$ cat src/rtl/x96_prefetch_queue.sv
// ---------------------------------------------------------------------------
// x96_prefetch_queue
//
// Instruction prefetch unit for the 8096 core. Builds 20-bit physical fetch
// addresses from CS:IP, issues single-byte reads to the memory fabric with a
// bounded number in flight, buffers the returned bytes in a small FIFO and
// presents them to the decoder tagged with the IP they were fetched from.
// A flush redirects the stream and discards anything still in flight.
//
// Ports:
//   clk, rst_n              clock, asynchronous active-low reset
//   fetch_en                allow issue of new fetch requests
//   flush_valid/_cs/_ip     redirect the fetch stream to flush_cs:flush_ip
//   req_valid/ready/addr    fetch request handshake to the fabric
//   rsp_valid/data/err      in-order byte responses from the fabric
//   dq_valid/ready          decoder-side pop handshake
//   dq_byte/ip/fault        head entry of the byte FIFO
//   dq_count                FIFO occupancy
// ---------------------------------------------------------------------------
module x96_prefetch_queue #(
    parameter int          QUEUE_BYTES     = 6,
    parameter int          MAX_OUTSTANDING = 2,
    parameter logic [15:0] RESET_CS        = 16'h0000,
    parameter logic [15:0] RESET_IP        = 16'h0000
) (
    input  logic        clk,
    input  logic        rst_n,
    input  logic        fetch_en,
    input  logic        flush_valid,
    input  logic [15:0] flush_cs,
    input  logic [15:0] flush_ip,
    output logic        req_valid,
    input  logic        req_ready,
    output logic [19:0] req_addr,
    input  logic        rsp_valid,
    input  logic [7:0]  rsp_data,
    input  logic        rsp_err,
    output logic        dq_valid,
    input  logic        dq_ready,
    output logic [7:0]  dq_byte,
    output logic [15:0] dq_ip,
    output logic        dq_fault,
    output logic [4:0]  dq_count
);

    localparam int             PW      = $clog2(QUEUE_BYTES);
    localparam logic [PW-1:0]  LAST    = PW'(QUEUE_BYTES - 1);
    localparam logic [5:0]     QB      = 6'(QUEUE_BYTES);
    localparam logic [2:0]     MAX_OUT = 3'(MAX_OUTSTANDING);

    logic [15:0]   cs_q, cs_d;
    logic [15:0]   ip_q, ip_d;
    logic [15:0]   tag_q, tag_d;
    logic          reqValid_q, reqValid_d;
    logic [19:0]   reqAddr_q, reqAddr_d;
    logic [2:0]    outst_q, outst_d;
    logic [2:0]    stale_q, stale_d;
    logic          faulted_q, faulted_d;
    logic          pendStale_q, pendStale_d;
    logic [PW-1:0] rdPtr_q, rdPtr_d;
    logic [PW-1:0] wrPtr_q, wrPtr_d;
    logic [4:0]    count_q, count_d;

    logic [7:0]    byteMem_q  [QUEUE_BYTES];
    logic [15:0]   ipMem_q    [QUEUE_BYTES];
    logic          faultMem_q [QUEUE_BYTES];

    logic          accept;
    logic          push;
    logic          pop;
    logic          rspFault;
    logic          canIssue;
    logic [5:0]    occupancy;

    function automatic logic [PW-1:0] bumpPtr(input logic [PW-1:0] p);
        return (p == LAST) ? '0 : p + 1'b1;
    endfunction

    // Handshake qualifiers. A flush cycle neither pushes nor pops; a response
    // owed to a pre-flush request (stale_q != 0) is swallowed instead of pushed.
    // Issue is also held off in the cycle a fault arrives so nothing new gets
    // requested behind the fault marker.
    always_comb begin
        accept    = reqValid_q & req_ready;
        push      = rsp_valid & (stale_q == 3'd0) & ~flush_valid;
        pop       = (count_q != 5'd0) & dq_ready & ~flush_valid;
        rspFault  = push & rsp_err;
        occupancy = {1'b0, count_q} + {3'b000, outst_q} + {5'b00000, reqValid_q};
        canIssue  = fetch_en & ~faulted_q & ~rspFault & ~flush_valid &
                    ~reqValid_q & (outst_q < MAX_OUT) & (occupancy < QB);
    end

    // Next-state logic. Normal request/response/pop bookkeeping first, then
    // the flush overrides the stream state. A request still pending at flush
    // keeps its old address; pendStale remembers that its acceptance must not
    // advance the new stream's IP.
    always_comb begin
        cs_d        = cs_q;
        ip_d        = ip_q;
        tag_d       = tag_q;
        reqValid_d  = reqValid_q;
        reqAddr_d   = reqAddr_q;
        outst_d     = outst_q + {2'b00, accept} - {2'b00, rsp_valid};
        stale_d     = stale_q;
        faulted_d   = faulted_q;
        pendStale_d = pendStale_q;
        rdPtr_d     = rdPtr_q;
        wrPtr_d     = wrPtr_q;
        count_d     = count_q + {4'b0000, push} - {4'b0000, pop};

        if (accept) begin
            reqValid_d  = 1'b0;
            pendStale_d = 1'b0;
            if (!pendStale_q) begin
                ip_d = ip_q + 16'd1;
            end
        end

        if (canIssue) begin
            reqValid_d = 1'b1;
            reqAddr_d  = {cs_q, 4'h0} + {4'h0, ip_q};
        end

        if (rsp_valid && (stale_q != 3'd0)) begin
            stale_d = stale_q - 3'd1;
        end

        if (push) begin
            wrPtr_d = bumpPtr(wrPtr_q);
            tag_d   = tag_q + 16'd1;
            if (rsp_err) begin
                faulted_d = 1'b1;
            end
        end

        if (pop) begin
            rdPtr_d = bumpPtr(rdPtr_q);
        end

        if (flush_valid) begin
            cs_d        = flush_cs;
            ip_d        = flush_ip;
            tag_d       = flush_ip;
            faulted_d   = 1'b0;
            rdPtr_d     = '0;
            wrPtr_d     = '0;
            count_d     = 5'd0;
            stale_d     = outst_q + {2'b00, reqValid_q} - {2'b00, rsp_valid};
            pendStale_d = reqValid_q & ~req_ready;
        end
    end

    // Control and stream state registers.
    always_ff @(posedge clk or negedge rst_n) begin
        if (!rst_n) begin
            cs_q        <= RESET_CS;
            ip_q        <= RESET_IP;
            tag_q       <= RESET_IP;
            reqValid_q  <= 1'b0;
            reqAddr_q   <= 20'h00000;
            outst_q     <= 3'd0;
            stale_q     <= 3'd0;
            faulted_q   <= 1'b0;
            pendStale_q <= 1'b0;
            rdPtr_q     <= '0;
            wrPtr_q     <= '0;
            count_q     <= 5'd0;
        end else begin
            cs_q        <= cs_d;
            ip_q        <= ip_d;
            tag_q       <= tag_d;
            reqValid_q  <= reqValid_d;
            reqAddr_q   <= reqAddr_d;
            outst_q     <= outst_d;
            stale_q     <= stale_d;
            faulted_q   <= faulted_d;
            pendStale_q <= pendStale_d;
            rdPtr_q     <= rdPtr_d;
            wrPtr_q     <= wrPtr_d;
            count_q     <= count_d;
        end
    end

    // FIFO storage needs no reset: the head is only visible while count != 0.
    // A fault entry stores a zero byte rather than whatever the bus returned.
    always_ff @(posedge clk) begin
        if (push) begin
            byteMem_q[wrPtr_q]  <= rsp_err ? 8'h00 : rsp_data;
            ipMem_q[wrPtr_q]    <= tag_q;
            faultMem_q[wrPtr_q] <= rsp_err;
        end
    end

    // Head is shown straight from storage and forced to zero when empty.
    always_comb begin
        req_valid = reqValid_q;
        req_addr  = reqAddr_q;
        dq_valid  = (count_q != 5'd0);
        dq_count  = count_q;
        dq_byte   = 8'h00;
        dq_ip     = 16'h0000;
        dq_fault  = 1'b0;
        if (dq_valid) begin
            dq_byte  = byteMem_q[rdPtr_q];
            dq_ip    = ipMem_q[rdPtr_q];
            dq_fault = faultMem_q[rdPtr_q];
        end
    end

endmodule

$ cat config.mk
export PLATFORM = sky130hd
export DESIGN_NAME = x96_prefetch_queue
export DESIGN_NICKNAME = d
export VERILOG_FILES = /design/src/rtl/x96_prefetch_queue.sv
export SDC_FILE = /design/constraint.sdc
export NUM_CORES = 1
export LEC_CHECK = 0
export CAP_MARGIN = 25
export CORE_MARGIN = 1.5
export CORE_UTILIZATION = 62
export DETAILED_ROUTE_END_ITERATION = 10
export PLACE_DENSITY_LB_ADDON = 0.25
export SETUP_SLACK_MARGIN = 0.1
export SLEW_MARGIN = 20
export SYNTH_ARGS = -nofsm -noshare
export SYNTH_HDL_FRONTEND = slang
export SYNTH_SLANG_ARGS = --single-unit
$ cat constraint.sdc
create_clock -name clk -period 8 [get_ports clk]
set_input_delay 2 -clock clk [delete_from_list [all_inputs] [get_ports clk]]
set_output_delay 2 -clock clk [all_outputs]
set_load 0.02 [all_outputs]
After elaboration in Yosys (flattened, before gate mapping)
Memory sizes are Yosys's and may differ from the RTL's.
Cells that the tools add are included.

storage, ports and cells
  output and inout bits = 52
  flip-flop bits (word level) = 88
  logic and storage cells = 90
  memories kept = 3
  input bits = 48
  memory bits (writable) = 150

memory list
  memory      depth  width  rd ports  clocked after memory_dff  write ports  RTL line  RTL
  ipMem_q     6      16     1         0                         1            65        logic [15:0] ipMem_q [QUEUE_BYTES];
  byteMem_q   6      8      1         0                         1            64        logic [7:0] byteMem_q [QUEUE_BYTES];
  faultMem_q  6      1      1         0                         1            66        logic faultMem_q [QUEUE_BYTES];

operators by class
  bitwise operators = 18
  reductions and logical operators = 12
  magnitude comparators = 2
  equal/unequal tests = 3
  add/sub/neg operators = 14
  mux-type cells = 26

operators with widths
  kind                                                                          number
  16-bit two-way mux                                                            6
  16-bit by 1-bit adder with 16-bit output, second input constant               2
  3-bit two-way mux                                                             8
  20-bit by 16-bit adder with 20-bit output                                     1
  8-bit two-way mux                                                             2
  1-bit AND                                                                     13
  2-bit nonzero test                                                            6
  1-bit two-way mux                                                             9
  3-bit by 1-bit adder with 3-bit output                                        2
  3-bit by 1-bit adder with 3-bit output, second input constant                 2
  5-bit by 3-bit adder with 6-bit output                                        1
  6-bit by 1-bit adder with 6-bit output                                        1
  3-bit == test, second input constant                                          2
  6-bit by 3-bit less-than comparator with 1-bit output, second input constant  1
  3-bit by 1-bit subtractor with 3-bit output                                   2
  5-bit by 1-bit adder with 5-bit output                                        1
  5-bit two-way mux                                                             1
  1-bit NOT                                                                     5
  5-bit nonzero test                                                            1
  5-bit by 1-bit subtractor with 5-bit output                                   1
  2-bit AND reduction                                                           2
  3-bit logical NOT                                                             1
  3-bit by 2-bit less-than comparator with 1-bit output, second input constant  1
  3-bit nonzero test                                                            1
  3 further kinds                                                               3

Logic depth before layout (Yosys ltp)
Gate-level depths: netlist of run 1.

  word-level depth = 11
  depth in mapped cells = 15
  depth with buffers taken out = 14

Least setup slack after synthesis of run 1
OpenSTA, ideal clock, no wires.

  path type = input to register
  start = in flush_valid
  end = mem byteMem_q[1][0] (enable)
  library setup time = 0.480 ns
  path slack = 2.292 ns
  data arrival time = 5.229 ns
  buffers on the path = 2
  stages on the path = 5
  data required time = 7.520 ns
  cells stage by stage = buf_2 inv_1 buf_2 nand2_1 nor4b_1

between the ends
  cells in the longest elaborated chain, start to end = 4

RTL lines
  what                RTL line  RTL
  start: declaration  29        input logic flush_valid,
  1-bit NOT           85        push = rsp_valid & (stale_q == 3'd0) & ~flush_valid;
  1-bit AND           85
  1-bit two-way mux   187       if (push) begin
  1-bit two-way mux   188       byteMem_q[wrPtr_q] <= rsp_err ? 8'h00 : rsp_data;
  end: declaration    64

Every way passes these cells.

Worst setup path after layout of run 1
  start = reg rdPtr_q[0]
  end = out dq_ip[8]

between the ends
  cells in the longest elaborated chain, start to end = 2

RTL lines
  what                      RTL line  RTL
  start: declaration        60        logic [PW-1:0] rdPtr_q, rdPtr_d;
  start signal: assignment  178       rdPtr_q <= rdPtr_d;
  memory read 6 x 16 bit    n/a
  16-bit two-way mux        203       if (dq_valid) begin
  end: declaration          41        output logic [15:0] dq_ip,

Every way passes these cells.

==> results of run 1 <==
==> worst paths after layout <==
| check | slack (ns) | cells after the start | endpoint | from |
|---|---|---|---|---|
| max | 2.94 | 6 | dq_ip[8] | rdPtr_q[0] |
| min | 0.49 | 2 | faulted_q | faulted_q |
| max reg2reg | 4.56 | 13 | dq_count[4] | dq_count[1] |
| min reg2reg | 0.49 | 2 | faulted_q | faulted_q |
| max in group asynchronous | 5.91 | 2 | tag_q[9] | rst_n |
| min in group asynchronous | 1.45 | 1 | outst_q[1] | rst_n |
==> cells in the mapped netlist (23+ instances only) <==
| cell | count |
|---|---|
| inv_1 | 23 |
| nor2_1 | 66 |
| mux4_2 | 25 |
| mux2i_1 | 29 |
| dfrtp_1 | 88 |
| xnor2_1 | 31 |
| a211oi_1 | 26 |
| nand2_1 | 25 |
| ha_1 | 31 |
| edfxtp_1 | 150 |
| a21oi_1 | 31 |
| mux2_2 | 50 |
==> cells by family (layout without fill, tap and decap cells) <==
group	count (synthesis)	in the layout	synth area share, %
AOI/OAI and AO/OA	100	100	6.273
xor gates and xnor gates	49	49	3.992
adders and majority gates	36	36	4.539
buffers and inverters	57	182	2.362
DFF	238	238	62.38
muxes	104	104	13.17
and+or+nand+nor	161	161	7.285
==> report_power, final <==
group / switching, mW / internal (mW) / total [mW]
clock network: 0.469 / 0.636 / 1.11
logic: 0.699 / 0.661 / 1.36
registers: 0.130 / 1.45 / 1.58
==> per-stage QoR <==
step	instance area [um^2]	instances	power, mW	util (%)
6_report	12790	1090	4.043	76.30
5_1_grt	12790	1090	4.229	76.30
4_1_cts	12770	1089	4.054	76.18
3_5_place_dp	11980	1043	2.945	71.50
3_3_place_gp	11960	1042	2.888	71.33
2_1_floorplan	10750	745	2.444	-
==> area by class of cell <==
type                       instances  area (um^2)
sequential                       238         6708
fill                             980         3973
multi-input combinational        450         3810
timing repair buffer             112         1119
clock buffer                      26        629.4
tap                              220        275.3
clock inverter                    20        153.9
inverter                          24        92.59
==> sequential cells by signal, indices dropped and copies added (netlist names) <==
signal	cells
ipMem_q	96
byteMem_q	48
req_addr	20
cs_q	16
ip_q	16
tag_q	16
faultMem_q	6
dq_count	5
outst_q	3
rdPtr_q	3
stale_q	3
wrPtr_q	3
faulted_q	1
pendStale_q	1
req_valid	1
==> layer usage <==
layer	vias up	track usage, %	routed length [um]
met1	3224	31.95	8797
met3	44	4.354	1221
met5	-	0	0
li1	2993	-	-
met2	209	44.19	11250
met4	0	8.781	665
==> worst max-delay path, delay by kind of cell, from the launching register on <==
family                 cells  cell delay, ns
flip-flops                 1            0.56
buffers and inverters      3            1.20
AND/OR/NAND/NOR            1            0.12
AO/OA/AOI/OAI              1            0.06
multiplexers               1            0.57
==> results by stage, run 1 <==
Synth:
- The instance count of the mapped netlist is around 750.
- The total of warnings raised by yosys is 0.
- The synthesized area per cell is 14.43 um^2.
- The area of the mapped netlist is 10750 um^2.
- The biggest area consumer among synthesized cells is edfxtp_1.
- The most used flip-flop cell after synthesis is edfxtp_1.
- The count of cell types in the netlist is 53.
- Ranked by total cell area, the synthesized netlist is headed by edfxtp_1 (42%), dfrtp_1 (20%), mux2_2 (5.2%).
- The sequential area share after synthesis is 62.38%.
- After synthesis, the share of flip-flops with an asynchronous set or reset is 36.97%.
- The number of synthesized register bits is roughly 240.
- Synthesis produced a netlist with a net count of 829.
- The portion of synthesized cell area occupied by the leading cell type is a little over two fifths.
- The synthesized design contains 150 enable-type register cells.

Clock tree:
- The clock buffer count from CTS is 25.
- The TritonCTS clock tree is yes.
- In this run the number of H-tree levels came out at 1.
- The number of sinks handled by clock tree synthesis is ~240.
- The CTS clock-pin slew for the worst setup and hold paths is 0.06 ns.
- The tree is rooted in a clkbuf_16.
- No sink is reached through more buffers than the 3 on the longest clock path.
- After clock tree synthesis, the repair step resized 0 gates.
- The hold buffer count at CTS is 0.
- For the worst-skew pair, the clock arrives at the later sink with an insertion delay of 0.54 ns.
- The post-CTS repair timing setup buffer count is 0.

Floorplan:
- In this run the horizontal extent of the chip is between 100 and 150 um.
- The number of ports placed on the die boundary is 100.
- The effective utilization at floorplan is between 60% and 70%.
- After floorplanning, the core was sized to cover 16760 um^2.
- After floorplanning, the core was divided into 47 placement rows.
- The die is ~130 um tall.
- The full die area is 18140 um^2.

STA:
- For the finished layout, the period the worst path requires is slightly above 5 ns.
- Final hold analysis gives a worst-case slack of 0.4856 ns.
- The minimum setup slack in the final design is about 2.9 ns.
- Across the routed clock network, the largest skew measured is between 0.02 and 0.03 ns.
- Setup repair after global routing left no endpoint under its margin.
- The setup TNS after final layout is 0 ns.
- At the pin with the least slew margin, the transition time is between 0.8 and 0.9 ns.
- Based on the critical path, the design can be clocked at up to ~200 MHz.
- After layout, the worst path uses 63.22% of the clock period.
- The count of final setup violators is 0.
- The max-slew violation count was 0.
- The final-report hold violation count is 0.
- In this run the tightest slew margin relative to its limit is 45.87%.

Placement:
- The placement-stage worst setup slack is 2.949 ns.
- At the end of routability-driven placement, the weighted congestion stood at 0.8129.
- The estimated wirelength of the detail-placed design is 13.86 mm.
- The port buffer count is 99.

Layout:
- The count of nets after finishing is 935.
- The top cell types in the final layout, fill and taps aside, are edfxtp_1 (150), clkdlybuf4s50_1 (98), dfrtp_1 (87).
- Compared with the post-synthesis result, the final layout area differs by 18.93%.
- The number of antenna diodes in the final layout is 0.
- The commonest non-fill, non-tap cell in the layout is edfxtp_1.
- The ratio of cells with drive above 1 in the final layout is 15.75%.

Drt:
- The vias after detailed routing is 6470.
- The detail-routed net length per standard cell is ~20 um.
- The number of violations reported at the end of detailed-routing iteration 0 is 406.
- The first detailed-routing pass took 5 iterations.
- The routed design has 21.93 mm of wire.
- The average vias per placed instance is 5.936.
- The remaining antenna violation count after routing is 0.
- In the routed design, unresolved DRC markers number 0.

Global route:
- The number of antenna violations at the first check in global routing is 0.
- The overall global routing resource usage is 25.21%.
- The maximum number of pins on one net before global-route repair is 54.
- The aggregate global routing overflow is 0.
- The number of global-route vias before repair came to 6781.
- The global-route wire length before repair is 35.33 mm.

Setup path:
- The category of the worst setup path capture point is an output port.
- The critical path is of the reg -> out type.
- The largest single stage delay on the critical path is about 0.57 ns.
- The critical path goes through buf_12 > buf_4 > mux4_2 > nor2_1 > a211oi_1 > clkdlybuf4s50_1.
- The slowest stage of the critical path belongs to the cell mux4_2.
- The data arrival at the endpoint of the critical path is slightly above 3 ns.
- Of all nets on the critical path, the largest fanout is 23.
- The worst path required time is 6.00 ns.
- The sort of element at the start of the critical path is a flop.

Min path:
- In this run the worst hold path is classified as reg -> reg.

Power:
- The static power due to leakage is 4.685 nW.
- VDD sags by at most 0.2365 mV.
- For this design the ratio of total power to cell area is 316.2 nW/um^2.

Job:
- The number of max-cap violations is 0.

Outcome:
- The flow ran to the end, and the final reports show no timing, DRC or antenna violations.
Power figures use the tool's default switching activity.
==> run 2: changes to the inputs <==
Settings changed: CORE_UTILIZATION 62 to 58.
Clock period 8 ns to 5 ns, I/O delays scaled along.
==> run 2 against run 1 <==
The run now ends with DRC left. First-iteration DRC count fell by 12%. Register-to-register slack got worse by 2.8 ns. Cell count increased by 0.55%. Non-clock buffer count increased by 1. Sequential power up 60%. Die area grew 6.7%. Via count is 1.8% lower. Worst setup slack worse by 2.1 ns. Critical path type unchanged. Largest power group unchanged.
==> results by stage, run 2 (synthesis gave the netlist of run 1 again) <==
Clock tree:
- The post-CTS repair timing setup buffer count is 0 (unchanged).
- The hold buffer count at CTS is 0 (unchanged).
- The clock buffer count from CTS is 24 (-4.0%).
- The clock insertion delay at the later pin of the skew report is 0.51 ns (-0.03 ns).
- The CTS clock-pin slew for the worst setup and hold paths is 0.06 ns (about the same).
- The number of instances resized during post-cts repair is 0 (unchanged).
- The number of sinks handled by clock tree synthesis is 238 (unchanged).
- The maximum buffer depth of the clock tree is 3 (unchanged).
- The master cell of the clock root buffer is clkbuf_16.
- The TritonCTS clock tree is yes.
- The maximum level of the CTS H-tree is 1 (unchanged).

Power:
- The relative contribution of the clock network to total power is 26.9% (-0.4 points).
- The static power due to leakage is 4.667 nW (-0.38%).
- The total power density per cell area is 501.2 nW/um^2 (+59%).
- The peak supply drop is 0.2900 mV (+23%).
- The internal power of the cells came to 4.386 mW (+60%).
- The switching part of the total power is 31.53% (-0.59 points).
- The register share of total power is 39.5% (+0.5 points).
- The combinational group share of total power is 33.5% (about the same).
- The power spent charging and discharging nets is 2.020 mW (+56%).

Setup path:
- The launching point of the worst reg2reg path is dq_count[2].
- The sort of element at the start of the critical path is a flop.
- The maximum net fanout on the critical path is 35 (+52%).
- The worst path required time is 3.75 ns (-2.25 ns).
- In this run the critical register-to-register path is captured at dq_count[4].
- The category of the worst setup path capture point is an output port.
- The data arrival at the endpoint of the critical path is 2.95 ns (-0.11 ns).
- The worst setup slack for register-to-register paths was 1.78 ns (-2.78 ns).
- The number of cells on the worst reg-to-reg path is 15 (+2).
- The category of the critical setup timing path is reg -> out.

Outcome:
- The flow ran to the end, but the final reports show violations.
- The checks that failed: DRC.

Drt:
- The number of violations reported at the end of detailed-routing iteration 0 came to 357 (-12%).
- The average vias per placed instance is 5.797 (-2.3%).
- The detail-routed net length per standard cell is 19.13 um (-4.9%).
- The vias after detailed routing came to 6353 (-1.8%).
- The remaining antenna violation count after routing is 0 (unchanged).
- The final routed wirelength across all metal layers is 20.97 mm (-4.4%).
- The detailed-router iteration count before antenna repair is 8 (+3).
- The number of remaining DRC errors came to 3 (+3).

STA:
- The max-slew violation count came to 0 (unchanged).
- The actual slew at the worst max-slew pin is 0.7819 ns (-0.02817 ns).
- Dividing the final minimum period by the clock period gives 84.08%.
- The count of final setup violators was 0 (unchanged).
- The relative slew slack is 47.76% (+1.9 points).
- Setup repair after global routing left no endpoint under its margin.
- The clock skew came to 0.006331 ns (-0.01901 ns).
- The setup TNS after final layout is 0 ns (unchanged).
- The final-report hold violation count is 0 (unchanged).
- The final critical path time including I/O delays and setup is about 4.2 ns.
- The minimum setup slack in the final design was 0.7959 ns (-2.146 ns).
- The top achievable clock speed is 237.9 MHz.

Placement:
- The routability-driven placement congestion ratio is 0.8599 (+5.8%).
- The estimated wirelength of the detail-placed design is 13.48 mm (-2.7%).
- The port buffer count was 99 (unchanged).
- The placement-stage worst setup slack is 1.122 ns (-1.827 ns).

Global route:
- The overall global routing resource usage is 22.42% (-2.8 points).
- The number of global-route vias before repair came to 6668 (-1.7%).
- The global-route wire length before repair is 34.47 mm (-2.5%).
- The met1 track demand over resource in global routing came to 29.87% (-2.1 points).
- The global routing usage on met3 was 4.282% (-0.073 points).
- The maximum number of pins on one net before global-route repair is 55 (+1.9%).
- The number of antenna violations at the first check in global routing is 0 (unchanged).
- The aggregate global routing overflow is 0 (unchanged).
- The global routing met2 resource utilization is 37.89% (-6.3 points).
- The global routing's busiest layer is met2.

Layout:
- Leaving out fill and tap cells, the most frequent cell in the layout is edfxtp_1.
- The end-of-flow core utilization is 70.66% (-5.6 points).
- The count of nets after finishing is 935 (unchanged).
- The ratio of cells with drive above 1 in the final layout is 16.03% (+0.29 points).
- The layout filler cell count came to 1164 (+19%).
- The flip-flop count of the largest register after layout is 96 (unchanged).
- The area added between synthesis and finish is 18.86% (about the same).
- In the layout the commonest cells are edfxtp_1 (150), clkdlybuf4s50_1 (98), dfrtp_1 (87).
- More flip-flops sit in one register than any other, and that register is ipMem_q.
- The final antenna diode count is 0 (unchanged).

Floorplan:
- The effective utilization at floorplan was 59.45% (-4.7 points).
- The height of the die came to 139.2 um (+3.3%).
- The area inside the core boundary is 18090 um^2 (+7.9%).
- The number of core rows is 49 (+4.3%).
- The full die area is 19360 um^2 (+6.7%).
- The horizontal extent of the die came to 139.2 um (+3.3%).
- The number of ports placed on the die boundary is 100 (unchanged).

Min path:
- The worst hold path belongs to the class reg -> reg.
- The launch point of the worst hold path is faulted_q.
- The hold path depth is 2 (unchanged).
- The end point of the most critical hold path is faulted_q.

Job:
- The number of max-cap violations is 0 (unchanged).
==> run 2: cell types whose count changed in the layout (fill, tap and decap cells not counted), sizes merged <==
cell      change
clkinvlp      +3
clkbuf        +3
clkinv        -8
inv           -2
buf           +1
==> run 2: worst max-delay path by stage <==
stage / start / to / slack, ns / cells past startpoint
3_3_place_gp: rsp_valid / dq_count[4] / 1.17 / 11
3_5_place_dp: rsp_valid / dq_count[4] / 1.12 / 11
4_1_cts: rdPtr_q[1] / dq_ip[14] / 0.81 / 5
6_report: rdPtr_q[2] / dq_ip[14] / 0.80 / 4
5_1_grt: rdPtr_q[2] / dq_ip[1] / 0.63 / 4
2_1_floorplan: flush_valid / byteMem_q[0][0] / 0.29 / 5
==> run 2: critical path: stages, from the launching register on <==
cell	delay (ns)
dfrtp_1	0.77
buf_4	0.48
nor2_1	0.09
a211oi_1	0.41
clkdlybuf4s50_1	0.69
==> run 2: stage by stage <==
stage	power (mW)	hold slack, ns	area (um^2)	cells
after floorplan	3.911	0.4582	10760	745
after global placement	4.656	0.4719	12000	1053
after detailed placement	4.719	0.4726	12020	1054
after CTS	6.455	0.4907	12780	1096
after global routing	6.734	0.5223	12780	1096
final	6.405	0.4878	12780	1096
==> run 2: power by group through the flow <==
stage               clock (mW)  combinational, mW  sequential (mW)
finish                    1.73               2.15             2.53
global route              1.84               2.34             2.56
CTS                       1.75               2.17             2.53
detailed placement           0               2.16             2.56
global placement             0               2.11             2.55
floorplan                    0               1.32             2.59
==> run 2: layer usage <==
layer  up-vias  share of wire, %  wire (um)
li1       2976                 -          -
met1      3162                43       9021
met2       180                49      10330
met3        35               5.7       1185
met4         0               2.1        433
met5         -                 0          0
==> run 2: final cells by class <==
type                       count  area (um^2)  area share [%]
sequential                   238         6708           52.49
multi-input combinational    450         3817           29.87
clock buffer                  29        640.6           5.013
tap                          229        286.5           2.242
clock inverter                13        116.4          0.9105
inverter                      24        92.59          0.7245
timing repair buffer         113         1119           8.753
